$ cat src/rtl/keypad_pkg.sv
// Shared types and helpers for the matrix keypad scanner.
// Column and row buses are limited to KP_ONEHOT_MAX lines by the one-hot helper.
package keypad_pkg;

    typedef enum logic [1:0] {
        IDLE,
        SCAN,
        HELD
    } kp_state_t;

    localparam int KP_ONEHOT_MAX = 32;

    // Key code width: enough bits for N_ROWS*N_COLS codes, never less than one.
    function automatic int kp_kw(input int n_rows, input int n_cols);
        return (n_rows * n_cols > 1) ? $clog2(n_rows * n_cols) : 1;
    endfunction

    function automatic logic [KP_ONEHOT_MAX-1:0] onehot(input int idx, input int width);
        logic [KP_ONEHOT_MAX-1:0] v;
        v = '0;
        if (idx >= 0 && idx < width) begin
            v = KP_ONEHOT_MAX'(1) << idx;
        end
        return v;
    endfunction

endpackage

$ cat src/rtl/keypad_repeat_timer.sv
// Auto-repeat timer: counts held cycles and flags the cycle before each repeat strobe,
// so the scanner's registered key_valid lands on HELD cycle DELAY, DELAY+PERIOD, ...
module keypad_repeat_timer #(
    parameter int REPEAT_DELAY  = 64,
    parameter int REPEAT_PERIOD = 16
) (
    input  logic clk_div,
    input  logic rst,
    input  logic enable,
    input  logic clear,
    output logic tick
);

    localparam int MAXV = (REPEAT_DELAY > REPEAT_PERIOD) ? REPEAT_DELAY : REPEAT_PERIOD;
    localparam int TW   = $clog2(MAXV + 2);
    localparam logic [TW-1:0] DELAY_T  = TW'(REPEAT_DELAY);
    localparam logic [TW-1:0] PERIOD_T = TW'(REPEAT_PERIOD);

    logic [TW-1:0] cnt_reg;
    logic          first_reg;
    logic [TW-1:0] target;

    // cnt_reg equals the current HELD cycle number during the first interval.
    assign target = first_reg ? DELAY_T : PERIOD_T;
    assign tick   = enable && !clear && ((cnt_reg + TW'(1)) == target);

    always_ff @(posedge clk_div) begin
        if (rst) begin
            cnt_reg   <= '0;
            first_reg <= 1'b1;
        end else if (clear) begin
            cnt_reg   <= TW'(1);
            first_reg <= 1'b1;
        end else if (enable) begin
            if (tick) begin
                cnt_reg   <= '0;
                first_reg <= 1'b0;
            end else begin
                cnt_reg <= cnt_reg + TW'(1);
            end
        end
    end

endmodule

$ cat src/rtl/keypad_scanner.sv
// Parametrised matrix keypad scanner with whole-scan debounce, ghost rejection,
// release detection and optional auto-repeat.
module keypad_scanner
    import keypad_pkg::*;
#(
    parameter int N_ROWS         = 4,
    parameter int N_COLS         = 4,
    parameter int SETTLE_CYCLES  = 2,
    parameter int DEBOUNCE_SCANS = 3,
    parameter int RELEASE_CYCLES = 4,
    parameter int REPEAT_EN      = 0,
    parameter int REPEAT_DELAY   = 64,
    parameter int REPEAT_PERIOD  = 16,
    localparam int KW            = kp_kw(N_ROWS, N_COLS)
) (
    input  logic              clk_div,
    input  logic              rst,
    input  logic [N_ROWS-1:0] sync_row,
    output logic [N_COLS-1:0] col,
    output logic [KW-1:0]     key_code,
    output logic              key_valid,
    output logic              key_held,
    output logic              key_release,
    output logic              multi_key
);

    localparam int CW = $clog2(N_COLS + 1);
    localparam int RW = $clog2(N_ROWS + 1);
    localparam int SW = $clog2(SETTLE_CYCLES + 1);
    localparam int DW = $clog2(DEBOUNCE_SCANS + 1);
    localparam int LW = $clog2(RELEASE_CYCLES + 1);
    localparam logic [CW-1:0] LAST_COL    = CW'(N_COLS - 1);
    localparam logic [SW-1:0] LAST_SETTLE = SW'(SETTLE_CYCLES - 1);
    localparam logic [DW-1:0] DEB_DONE    = DW'(DEBOUNCE_SCANS);
    localparam logic [LW-1:0] REL_DONE    = LW'(RELEASE_CYCLES);

    kp_state_t     state_reg;
    logic [N_COLS-1:0] col_reg;
    logic [KW-1:0] key_code_reg;
    logic          key_valid_reg, key_held_reg, key_release_reg, multi_key_reg;
    logic [CW-1:0] col_idx_reg;
    logic [SW-1:0] settle_reg;
    logic          cand_valid_reg, multi_reg;
    logic [RW-1:0] cand_row_reg, prev_row_reg, held_row_reg;
    logic [CW-1:0] cand_col_reg, prev_col_reg;
    logic [DW-1:0] deb_reg;
    logic [LW-1:0] rel_reg;

    logic          row_any, row_many, row_one;
    logic [RW-1:0] row_idx;
    logic          sample_now, multi_now, cand_now, same_as_prev;
    logic [RW-1:0] cand_row_now;
    logic [CW-1:0] cand_col_now;
    logic          accept, held_en, held_hit, rep_tick;
    logic [N_COLS-1:0] oh_first, oh_step, oh_prev_col;
    logic [N_ROWS-1:0] oh_held_row;

    assign col         = col_reg;
    assign key_code    = key_code_reg;
    assign key_valid   = key_valid_reg;
    assign key_held    = key_held_reg;
    assign key_release = key_release_reg;
    assign multi_key   = multi_key_reg;

    // Classify the row sample as none / exactly one / several, keeping the set row index.
    always_comb begin
        row_any  = 1'b0;
        row_many = 1'b0;
        row_idx  = '0;
        for (int i = 0; i < N_ROWS; i++) begin
            if (sync_row[i]) begin
                row_many = row_many | row_any;
                row_any  = 1'b1;
                row_idx  = RW'(i);
            end
        end
    end

    assign oh_first    = N_COLS'(onehot(0, N_COLS));
    assign oh_step     = N_COLS'(onehot(int'(col_idx_reg) + 1, N_COLS));
    assign oh_prev_col = N_COLS'(onehot(int'(prev_col_reg), N_COLS));
    assign oh_held_row = N_ROWS'(onehot(int'(held_row_reg), N_ROWS));

    assign row_one      = row_any & ~row_many;
    assign sample_now   = (settle_reg == LAST_SETTLE);
    assign multi_now    = multi_reg | row_many | (row_one & cand_valid_reg);
    assign cand_now     = cand_valid_reg | row_one;
    assign cand_row_now = cand_valid_reg ? cand_row_reg : row_idx;
    assign cand_col_now = cand_valid_reg ? cand_col_reg : col_idx_reg;
    assign same_as_prev = (cand_row_now == prev_row_reg) && (cand_col_now == prev_col_reg);
    assign held_hit     = |(sync_row & oh_held_row);
    assign held_en      = (state_reg == HELD);

    // The debounce count is judged on its registered value in the first cycle of the
    // following scan; that cycle is given up to move into HELD.
    assign accept = (state_reg == SCAN) && (col_idx_reg == '0) && (settle_reg == '0)
                    && (deb_reg == DEB_DONE);

    generate
        if (REPEAT_EN != 0) begin : g_rep
            keypad_repeat_timer #(
                .REPEAT_DELAY  (REPEAT_DELAY),
                .REPEAT_PERIOD (REPEAT_PERIOD)
            ) u_repeat (
                .clk_div (clk_div),
                .rst     (rst),
                .enable  (held_en),
                .clear   (accept),
                .tick    (rep_tick)
            );
        end else begin : g_norep
            assign rep_tick = 1'b0;
        end
    endgenerate

    always_ff @(posedge clk_div) begin
        if (rst) begin
            state_reg       <= IDLE;
            col_reg         <= '1;
            key_code_reg    <= '0;
            key_valid_reg   <= 1'b0;
            key_held_reg    <= 1'b0;
            key_release_reg <= 1'b0;
            multi_key_reg   <= 1'b0;
            col_idx_reg     <= '0;
            settle_reg      <= '0;
            cand_valid_reg  <= 1'b0;
            multi_reg       <= 1'b0;
            cand_row_reg    <= '0;
            cand_col_reg    <= '0;
            prev_row_reg    <= '0;
            prev_col_reg    <= '0;
            held_row_reg    <= '0;
            deb_reg         <= '0;
            rel_reg         <= '0;
        end else begin
            key_valid_reg   <= 1'b0;
            key_release_reg <= 1'b0;
            multi_key_reg   <= 1'b0;
            case (state_reg)
                IDLE: begin
                    col_reg <= '1;
                    if (|sync_row) begin
                        state_reg      <= SCAN;
                        col_idx_reg    <= '0;
                        settle_reg     <= '0;
                        cand_valid_reg <= 1'b0;
                        multi_reg      <= 1'b0;
                        col_reg        <= oh_first;
                    end
                end
                SCAN: begin
                    if (accept) begin
                        state_reg     <= HELD;
                        key_code_reg  <= KW'(int'(prev_row_reg) * N_COLS + int'(prev_col_reg));
                        key_valid_reg <= 1'b1;
                        key_held_reg  <= 1'b1;
                        held_row_reg  <= prev_row_reg;
                        col_reg       <= oh_prev_col;
                        rel_reg       <= '0;
                        deb_reg       <= '0;
                    end else if (!sample_now) begin
                        settle_reg <= settle_reg + SW'(1);
                    end else if (col_idx_reg != LAST_COL) begin
                        settle_reg     <= '0;
                        col_idx_reg    <= col_idx_reg + CW'(1);
                        col_reg        <= oh_step;
                        multi_reg      <= multi_now;
                        cand_valid_reg <= cand_now;
                        cand_row_reg   <= cand_row_now;
                        cand_col_reg   <= cand_col_now;
                    end else begin
                        settle_reg     <= '0;
                        col_idx_reg    <= '0;
                        cand_valid_reg <= 1'b0;
                        multi_reg      <= 1'b0;
                        if (multi_now) begin
                            multi_key_reg <= 1'b1;
                            deb_reg       <= '0;
                            state_reg     <= IDLE;
                            col_reg       <= '1;
                        end else if (!cand_now) begin
                            deb_reg   <= '0;
                            state_reg <= IDLE;
                            col_reg   <= '1;
                        end else begin
                            deb_reg      <= same_as_prev ? deb_reg + DW'(1) : DW'(1);
                            prev_row_reg <= cand_row_now;
                            prev_col_reg <= cand_col_now;
                            col_reg      <= oh_first;
                        end
                    end
                end
                HELD: begin
                    if (rel_reg == REL_DONE) begin
                        key_release_reg <= 1'b1;
                        key_held_reg    <= 1'b0;
                        state_reg       <= IDLE;
                        col_reg         <= '1;
                        rel_reg         <= '0;
                    end else begin
                        rel_reg <= held_hit ? '0 : rel_reg + LW'(1);
                        if (rep_tick) begin
                            key_valid_reg <= 1'b1;
                        end
                    end
                end
                default: begin
                    state_reg <= IDLE;
                    col_reg   <= '1;
                end
            endcase
        end
    end

endmodule

$ cat config.mk
export PLATFORM = sky130hd
export DESIGN_NAME = keypad_scanner
export DESIGN_NICKNAME = d
export VERILOG_FILES = /design/src/rtl/keypad_pkg.sv /design/src/rtl/keypad_repeat_timer.sv /design/src/rtl/keypad_scanner.sv
export SDC_FILE = /design/constraint.sdc
export NUM_CORES = 1
export LEC_CHECK = 0
export CAP_MARGIN = 5
export CORE_ASPECT_RATIO = 1.4
export CORE_MARGIN = 2
export CORE_UTILIZATION = 40
export CTS_CLUSTER_DIAMETER = 120
export CTS_CLUSTER_SIZE = 8
export DETAILED_ROUTE_END_ITERATION = 16
export GPL_TIMING_DRIVEN = 0
export SLEW_MARGIN = 0
export SYNTH_ARGS = -nofsm -noshare
export SYNTH_HDL_FRONTEND = slang
export SYNTH_SLANG_ARGS = --single-unit
$ cat constraint.sdc
create_clock -name clk_div -period 1.9 [get_ports clk_div]
set_input_delay 0.38 -clock clk_div [delete_from_list [all_inputs] [get_ports clk_div]]
set_output_delay 0.38 -clock clk_div [all_outputs]
set_load 0.02 [all_outputs]
==> results of run 1 <==
==> metal layers <==
metal | vias to the layer above | part of all wire | track usage
met1 | 939 | 0.43 | 0.2178
li1 | 1002 | - | -
met4 | 0 | 0.028 | 0.08844
met5 | - | 0 | 0
met3 | 10 | 0.023 | 0.03645
met2 | 32 | 0.52 | 0.3284
==> placed cells by master, fill, tap and decap left out, types with 3 or more instances in the layout <==
cell             netlist  layout
a21oi_2                0       3
xnor2_1                3       3
a31oi_1                3       3
nor2_1                32      31
o21ai_1                7       6
nand2b_1               6       6
buf_2                  8       4
mux2i_1               11      11
a211oi_1               4       4
nor3_1                 8       8
inv_1                 11       9
clkbuf_1               8       5
clkdlybuf4s50_1        0      14
ha_1                   9       7
xor2_1                 7       7
nor2b_1                5       4
buf_4                  0      10
nand2_1               30      30
nand3_1                5       5
buf_6                  3       8
o21ai_0                3       3
a311oi_1               3       3
a21oi_1               21      18
clkbuf_8               0       5
dfxtp_1               41      39
==> timing repair <==
action	in CTS	in global routing
gates resized for setup	18	25
buffers inserted	2	8
endpoints found under the hold margin	0	0
endpoints found under the setup margin	30	20
pin swaps	3	4
==> through the flow <==
stage	area [um2]	TNS [ps]	util	power [mW]	setup slack (ps)
after floorplan	2245	0	-	1.049	20.81
after global placement	2470	-7055	0.4536	1.108	-416.2
after detailed placement	2470	-7220	0.4536	1.108	-450.5
after CTS	2658	-71.89	0.4881	1.840	-60.61
after global routing	2803	-156.5	0.5147	1.917	-47.38
final	2803	0	0.5147	1.842	37.76
==> final cells by class <==
cell class,instances,area (um2)
multi-input combinational,196,1381
clock buffer,5,68.82
buffer,18,136.4
tap,68,85.08
clock inverter,3,46.29
inverter,11,46.29
timing repair buffer,24,215.2
sequential,41,823.3
fill,565,2643
==> logic make-up (layout without fill, tap and decap cells) <==
group	after synthesis	after routing	share of synthesized area
DFF	41	41	0.3657
buffers and inverters	30	61	0.06466
and+or+nand+nor	105	105	0.2403
AOI/OAI and AO/OA	59	59	0.1767
xor gates and xnor gates	10	10	0.03902
adders and majority gates	10	10	0.05463
muxes	12	12	0.05909
==> tightest hold or removal path: stages (launching register included) <==
cell	delay, ps
dfxtp_1	320
nand2_1	50
a21oi_1	50
==> power breakdown <==
part	total, mW	leakage [nW]	internal [mW]	switching [mW]
clock network	0.728	0.0543	0.394	0.334
logic	0.226	0.627	0.0967	0.130
registers	0.888	0.333	0.875	0.0122
==> worst max path at each step <==
stage | endpoint | cells past startpoint
CTS | col[1] | 9
finish | col[1] | 9
detailed placement | prev_row_reg[0] | 8
global route | cand_col_reg[2] | 6
global placement | prev_row_reg[0] | 8
floorplan | col[1] | 9
==> impl_results.md, run 1 <==
- CP endpoint kind: register
- I/O pin cnt: 18
- Clock tree buffer depth: 2
- Vias: slightly below 2000
- Die height: slightly above 90 um
- Crit-path max FO: 7
- Clk_lat worst skew: around 300 ps
- Distinct cells, synth: approximately 50
- Hold worst-path end: held_row_reg[2]
- Crit path top cell by count: buf_6
- Die area: slightly above 0.006 mm2
- FF-to-FF Start: col_idx_reg[1]
- Port Buf Inserts: 14
- P_leak: 1.014 nW
- WL final: approximately 5400 um
- Worst hold path type: reg -> reg
- Reg-to-reg critical path endpoint: col[1]
- H-Tree Depth: 2
- CORE AREA: approximately 0.0054 mm2
- Final Critical Period: between 1500 and 2000 ps
- Area added between synthesis and finish: 24.86%
- Mapped Area: around 0.0022 mm2
- CP Cell Sequence: buf_6 > inv_4 > ha_4 > and4bb_1 > nand2b_1 > buf_6 > or4b_4 > a21oi_2 > o32a_2
- Crit path launch type: register
- Fin Hold WS: around 460 ps
- Yosys reg bits: 41
- Crit path DAT: 2110 ps
- Die Wd: around 67 um
- Commonest cells in the netlist: 41 x dfxtp_1, 32 x nor2_1, 30 x nand2_1
- First-pass GRT wire length: 8928 um
- Mapped Cells: about 270
- Final setup viols: 0
- Worst vdd ir: a little under 500 uV
- FMAX: roughly 540 MHz
- Hold path start: held_row_reg[2]
- Worst-Margin Slew: roughly 560 ps
- Clock Pin Slew Worst Setup and Hold Paths: 90 ps
- Pin count of the biggest net entering global routing: 15
- Clk_skew: 8.831 ps
- RSZ-0062 raised after global routing: yes
- Layout Cells excl Fill: roughly 370
- Slowest CP cell: or4b_4
- CTS Sinks: around 40
- CTS tree: yes
- Placed cells: around 350
- Post-CTS Hold Fix Bufs: 0
- Period utilization: 0.9801
- Critical path type: reg -> reg
- EDFF count, synth: 0
- Antenna Nets Post-Route: 0
- Row Count: 32
- Asr flop ratio synth: 0
- Post-synthesis net count: ~280
- Gpl congestion: 0.8589
- DR WL/cell: between 10 and 15 um
- Critical Path Max Stage Delay: ~470 ps
- Outcome: completed
- Nets: 312
- Post-Syn Area per Cell: about 8.4 um2
- Synth top area share: 0.3657
- Vias per cell: around 5.4
- Worst r2r path cells: 9
- Maxcap violations: 0
- Slack of the worst reg-to-reg path: between 30 and 40 ps
- Initial core utilization: 0.4122
- Vias in the first global route: 1892
- Hold path depth: 2
- Synth area leaders: dfxtp_1 37%, nor2_1 5.4%, ha_1 5.0%
- Num CTS Buffers: 5
- Share of cells above drive strength 1: 0.1946
- Worst EP required: between 2000 and 2500 ps
- # DRC: 0
- Worst setup startpoint: col_idx_reg[1]
- Crit path buffers/inverters: 3
- Max_slew headroom: 0.6264
- Power per standard cell area: 657.2 mW/mm2
- Total grt overflow: 0
- Initial antenna violation count: 0
- DP Wirelength: ~3900 um
- YS warnings: 0
- Drt first pass iters: 4
- Gr usage total: 0.1896
- Final Hold Fails: 0
- DRT iter0 DRCs: between 70 and 80
- Main synth FF type: dfxtp_1
- Clock root cell: clkbuf_8
- Top delay family on crit path: simple AND/OR/NAND/NOR gates
- Seq/Total Area, Yosys: 0.3657
- Slew Viols, Final: 0
- Antenna cell count: 0
- Leading area contributor after synthesis: dfxtp_1
- Count leader, synth: dfxtp_1
Note: power is estimated with default switching activity, not from simulation.
==> inputs of run 2 (changes only) <==
--- a/config.mk
+++ b/config.mk
@@ -5,6 +5,7 @@
 export SDC_FILE = /design/constraint.sdc
 export NUM_CORES = 1
 export LEC_CHECK = 0
+export ABC_CLOCK_PERIOD_IN_PS = 1900
 export CAP_MARGIN = 5
 export CORE_ASPECT_RATIO = 1.4
 export CORE_MARGIN = 2
@@ -13,6 +14,7 @@
 export CTS_CLUSTER_SIZE = 8
 export DETAILED_ROUTE_END_ITERATION = 16
 export GPL_TIMING_DRIVEN = 0
+export PLACE_DENSITY = 0.67
 export SLEW_MARGIN = 0
 export SYNTH_ARGS = -nofsm -noshare
 export SYNTH_HDL_FRONTEND = slang
==> run 2 against run 1 <==
Effect of this change: critical path depth unchanged; sequential cell count unchanged; combinational power down 2%; global-route usage down 0.64 points; first-iteration DRC count up 32%; die area unchanged; register-to-register slack about the same; final cell count down 0.82%; hold slack worse by 0.65 ps; clock skew down 4.3 ps; critical endpoint unchanged; largest power group unchanged.
==> impl_results.md, run 2 (same netlist as run 1, synthesis figures left out) <==
- Post-layout util: 0.5069 (-0.007813)
- I/O pin cnt: 18 (unchanged)
- Worst vdd ir: 336.6 uV (-31%)
- Initial core utilization: 0.4122 (unchanged)
- H-Tree Depth: 2 (unchanged)
- Worst EP required: 2150 ps (about the same)
- Grt met2 use: 0.3210 (-0.007426)
- Gpl congestion: 0.9122 (+6.2%)
- Initial antenna violation count: 0 (unchanged)
- Outcome: completed
- Slowest CP cell: or4b_4
- DP Wirelength: 3875 um (-0.94%)
- Power per standard cell area: 652.0 mW/mm2 (-0.78%)
- CORE AREA: 0.005445 mm2 (unchanged)
- Drt first pass iters: 4 (unchanged)
- Commonest non-fill, non-tap cells in the layout: 39 x dfxtp_1, 30 x nand2_1, 30 x nor2_1
- Post-place setup slack: -394.9 ps (+55.63 ps)
- Vias per cell: 5.499 (+1.5%)
- Post-CTS Hold Fix Bufs: 0 (unchanged)
- Clk_skew: 4.558 ps (-4.272 ps)
- Design area: 0.002760 mm2 (-1.5%)
- Vias in the first global route: 1886 (-0.32%)
- Clk_lat worst skew: 300 ps (about the same)
- Die height: 92.64 um (unchanged)
- Placed instance area: 0.002470 mm2 (unchanged)
- Crit path launch type: register
- Total grt overflow: 0 (unchanged)
- Max_slew headroom: 0.6295 (+0.003130)
- CTS Sinks: 41 (unchanged)
- Die area: 0.006235 mm2 (unchanged)
- Final Critical Period: 1875 ps (+12.78 ps)
- Crit-path max FO: 7 (unchanged)
- DR WL/cell: 14.80 um (about the same)
- Antenna cell count: 0 (unchanged)
- Slew Viols, Final: 0 (unchanged)
- P_leak: 1.005 nW (-0.90%)
- Share of cells above drive strength 1: 0.1864 (-0.008190)
- Maxcap violations: 0 (unchanged)
- RSZ-0062 raised after global routing: yes
- Crit path buffers/inverters: 3 (unchanged)
- Period utilization: 0.9868 (+0.006725)
- Worst-Margin Slew: 555.7 ps (-4.696 ps)
- Most common cell after layout, fill and taps aside: dfxtp_1
- Met3 usage: 0.02552 (-0.01094)
- Row Count: 32 (unchanged)
- CTS tree: yes
- Num CTS Buffers: 5 (unchanged)
- Antenna Nets Post-Route: 0 (unchanged)
- Clock root cell: clkbuf_8
- Fin Hold WS: 457.2 ps (-0.6470 ps)
- DRT iter0 DRCs: 96 (+32%)
- CP Cell Sequence: buf_6 > inv_4 > ha_4 > and4bb_1 > nand2b_1 > buf_6 > or4b_4 > a21oi_2 > o32a_2
- Port Buf Inserts: 14 (unchanged)
- WL final: 5371 um (-0.76%)
- Critical path type: reg -> reg
- Pwr Total: 1.800 mW (-2.3%)
- FMAX: 533.3 MHz (-0.68%)
- Nets: 310 (-0.64%)
- Final Hold Fails: 0 (unchanged)
- Met1 Use GR: 0.2073 (-0.01053)
- Clock Pin Slew Worst Setup and Hold Paths: 80 ps (about the same)
- Gr usage total: 0.1832 (-0.006370)
- # DRC: 0 (unchanged)
- Worst setup margin: 24.99 ps (-12.78 ps)
- Crit path top cell by count: buf_6
- Worst hold path type: reg -> reg
- CP endpoint kind: register
- Final setup viols: 0 (unchanged)
- First-pass GRT wire length: 8652 um (-3.1%)
- GR peak layer: met2
- Vias: 1996 (+0.66%)
- Crit path DAT: 2130 ps (+20 ps)
- Pin count of the biggest net entering global routing: 13 (-2)
- Clock tree buffer depth: 2 (unchanged)
- Top delay family on crit path: simple AND/OR/NAND/NOR gates
- Die Wd: 67.31 um (unchanged)
- Critical Path Max Stage Delay: 480 ps (about the same)
- Area added between synthesis and finish: 22.97%
run 2: changes by cell type in the layout (fill, tap and decap cells not counted), sizes merged:
cell           change
buf                -1
clkbuf             -1
clkdlybuf4s50      -1
clkinvlp           -1
dlymetal6s2s       +1
run 2: final cells by class:
class / count / area [um2]
plain buffers: 18 / 130.1
well taps: 68 / 85.08
clock buffers: 5 / 68.82
clock inverters: 2 / 35.03
multi-input cells: 196 / 1371
inverters: 11 / 43.79
fillers: 551 / 2685
repair buffers: 22 / 202.7
flip-flops and latches: 41 / 823.3
run 2: final timing paths:
path	start	end	slack [ps]	cells after the start
max	col_idx_reg[0]	col[1]	20	9
min	held_row_reg[2]	held_row_reg[2]	460	2
max reg2reg	col_idx_reg[0]	col[1]	20	9
min reg2reg	held_row_reg[2]	held_row_reg[2]	460	2
run 2: worst register-to-register path, cell delays in order, from the launching register on:
cell	delay, ps
dfxtp_2	330
buf_6	120
inv_4	60
ha_4	140
and4bb_1	220
nand2b_1	70
buf_6	140
or4b_4	480
a21oi_2	140
o32a_2	130
run 2: routing by layer:
| layer | vias to the layer above | share of wire |
|---|---|---|
| met5 | - | 0 |
| met3 | 15 | 0.040 |
| met4 | 0 | 0.045 |
| li1 | 998 | - |
| met2 | 47 | 0.51 |
| met1 | 936 | 0.40 |
run 2: what timing repair did:
action | in CTS | in global routing
endpoints found under the setup margin | 29 | 20
buffers inserted | 1 | 7
gates resized for setup | 15 | 24
pin swaps | 2 | 7
run 2: through the flow:
step,cells,setup TNS (ps)
after floorplan,267,0
after global placement,349,-6281
after detailed placement,349,-7039
after CTS,356,-70.88
after global routing,363,-153.9
final,363,0
run 2: where the power goes:
group          leakage [nW]  switching (mW)  internal (mW)  total, mW
clock                0.0540           0.308          0.382      0.690
combinational         0.618           0.129         0.0932      0.222
sequential            0.333          0.0125          0.875      0.888
total                  1.01           0.449           1.35       1.80
==> inputs of run 3 (changes only) <==
--- a/config.mk
+++ b/config.mk
@@ -9,12 +9,12 @@
 export CAP_MARGIN = 5
 export CORE_ASPECT_RATIO = 1.4
 export CORE_MARGIN = 2
-export CORE_UTILIZATION = 40
+export CORE_UTILIZATION = 39
 export CTS_CLUSTER_DIAMETER = 120
 export CTS_CLUSTER_SIZE = 8
 export DETAILED_ROUTE_END_ITERATION = 16
 export GPL_TIMING_DRIVEN = 0
-export PLACE_DENSITY = 0.67
+export PLACE_DENSITY = 0.65
 export SLEW_MARGIN = 0
 export SYNTH_ARGS = -nofsm -noshare
 export SYNTH_HDL_FRONTEND = slang
==> run 3 against run 2 <==
Effect of this change: the run now ends with negative setup slack left; via count down 0.65%; largest cell class unchanged; critical path depth stayed put; critical endpoint unchanged; clock skew rose by 5.0 ps; sequential cell count unchanged.
==> impl_results.md, run 3 (same netlist as run 1, synthesis figures left out) <==
- Area added between synthesis and finish: 24.30%
- Drt first pass iters: 4 (unchanged)
- Final setup viols: 1 (+1)
- Critical path type: reg -> reg
- Initial core utilization: 0.4063 (-0.005974)
- Crit-path max FO: 9 (+2)
- Placed instance area: 0.002470 mm2 (unchanged)
- Antenna Nets Post-Route: 0 (unchanged)
- Die Wd: 68.12 um (+1.2%)
- Worst setup margin: -43.28 ps (-68.27 ps)
- Max_slew headroom: 0.6310 (+0.001457)
- I/O pin cnt: 18 (unchanged)
- Worst-Margin Slew: 553.5 ps (-2.185 ps)
- Clk_lat worst skew: 310 ps (about the same)
- Post-CTS Hold Fix Bufs: 0 (unchanged)
- Clk_skew: 9.547 ps (+4.988 ps)
- Power per standard cell area: 711.6 mW/mm2 (+9.1%)
- Initial antenna violation count: 0 (unchanged)
- Worst hold path type: reg -> reg
- Row Count: 32 (unchanged)
- Design area: 0.002790 mm2 (+1.1%)
- CTS Sinks: 41 (unchanged)
- # DRC: 0 (unchanged)
- Antenna cell count: 0 (unchanged)
- Hold path start: held_row_reg[2]
- CORE AREA: 0.005525 mm2 (+1.5%)
- Outcome: complete, but fails checks
- FF-to-FF Start: col_idx_reg[1]
- Clock Pin Slew Worst Setup and Hold Paths: 90 ps (about the same)
- FMAX: 514.6 MHz (-3.5%)
- Top delay family on crit path: simple AND/OR/NAND/NOR gates
- Failing checks: negative setup slack
- CP Cell Sequence: buf_4 > inv_2 > ha_4 > and4bb_1 > nand2b_1 > buf_6 > or4b_1 > a21oi_2 > o32a_2
- Commonest non-fill, non-tap cells in the layout: 40 x dfxtp_1, 30 x nor2_1, 29 x nand2_1
- Gpl congestion: 0.9045 (-0.84%)
- DR WL/cell: 14.64 um (-1.1%)
- CP endpoint kind: register
- Fin Hold WS: 463.5 ps (+6.296 ps)
- Clock tree buffer depth: 2 (unchanged)
- Final Critical Period: 1943 ps (+68.27 ps)
- Slowest CP cell: or4b_1
- Critical Path Max Stage Delay: 480 ps (about the same)
- Period utilization: 1.023 (+0.03593)
- Slew Viols, Final: 0 (unchanged)
- Die area: 0.006387 mm2 (+2.4%)
- Crit path buffers/inverters: 3 (unchanged)
- Layout Cells excl Fill: 362 (-0.28%)
- First-pass GRT wire length: 8473 um (-2.1%)
- Vias per cell: 5.478 (-0.38%)
- DP Wirelength: 3842 um (-0.86%)
- Worst vdd ir: 408.4 uV (+21%)
- Die height: 93.77 um (+1.2%)
- Placed cells: 349 (unchanged)
- Num CTS Buffers: 5 (unchanged)
- P_leak: 0.9970 nW (-0.80%)
- CTS tree: yes
- Maxcap violations: 0 (unchanged)
- Worst EP required: 2160 ps (about the same)
- Crit path DAT: 2200 ps (+70 ps)
- WL final: 5298 um (-1.4%)
- Final Hold Fails: 0 (unchanged)
- Vias in the first global route: 1819 (-3.6%)
- H-Tree Depth: 2 (unchanged)
- Worst setup startpoint: col_idx_reg[1]
- Gr usage total: 0.1794 (-0.003872)
- RSZ-0062 raised after global routing: yes
- Nets: 308 (-0.65%)
- Crit path launch type: register
- Clock root cell: clkbuf_8
- Pin count of the biggest net entering global routing: 15 (+2)
- Share of cells above drive strength 1: 0.1837 (-0.002767)
- Port Buf Inserts: 14 (unchanged)
- Most common cell after layout, fill and taps aside: dfxtp_1
- Total grt overflow: 0 (unchanged)
- DRT iter0 DRCs: 123 (+28%)
- Vias: 1983 (-0.65%)
## run 3: cell types whose count changed in the layout (fill, tap and decap cells not counted), sizes merged
cell,delta
dlymetal6s2s,-1
bufinv,+1
inv,+1
buf,-3
clkinv,-1
clkbuf,+1
clkdlybuf4s50,+1
## run 3: final cells by class
| type | count | area, um2 |
|---|---|---|
| clock inverter | 3 | 68.82 |
| timing repair buffer | 20 | 185.2 |
| sequential | 41 | 822.0 |
| multi-input combinational | 196 | 1394 |
| clock buffer | 5 | 68.82 |
| buffer | 18 | 125.1 |
| tap | 68 | 85.08 |
| fill | 523 | 2735 |
| inverter | 11 | 41.29 |
## run 3: routing by layer
layer  global-route usage  vias up  wire length [um]
met3              0.03237       11               190
met5                    0        -                 0
met2               0.3180       47              2745
li1                     -      999                 -
met1               0.1970      926              2204
met4              0.09000        0               157
## run 3: path summary, 6_finish.rpt
kind                                        end  slack [ps]  cells past startpoint
worst max-delay path                     col[1]         -40                      9
worst max register to register           col[1]         -40                      9
worst min register to register  held_row_reg[2]         460                      2
worst min-delay path            held_row_reg[2]         460                      2
## run 3: worst reg2reg max path, cell delays in order, from the launching register on
cell and delay (ps):
dfxtp_2 340, buf_4 160, inv_2 70, ha_4 150, and4bb_1 210, nand2b_1 80, buf_6 140, or4b_1 480
a21oi_2 130, o32a_2 140
## run 3: timing repair
action	4_1_cts	5_1_grt
endpoints found under the setup margin	29	28
setup buffers	4	2
pin swaps	3	2
resized for setup	13	27
hold endpoints to repair	0	0
## run 3: per-stage QoR
stage | util | power (mW) | TNS [ps] | worst slack (ps)
after CTS | 0.4848 | 1.982 | -162.8 | -120.4
after global placement | 0.4470 | 1.106 | -7116 | -437.9
after floorplan | - | 1.049 | 0 | 20.81
after detailed placement | 0.4470 | 1.109 | -8033 | -466.2
after global routing | 0.5050 | 2.053 | -166.8 | -107.9
final | 0.5050 | 1.986 | -43.28 | -43.28
## run 3: where the power goes
group / total (mW) / internal, mW / switching, mW
clock: 0.872 / 0.529 / 0.343
combinational: 0.226 / 0.0952 / 0.131
sequential: 0.888 / 0.875 / 0.0123
total: 1.99 / 1.50 / 0.486
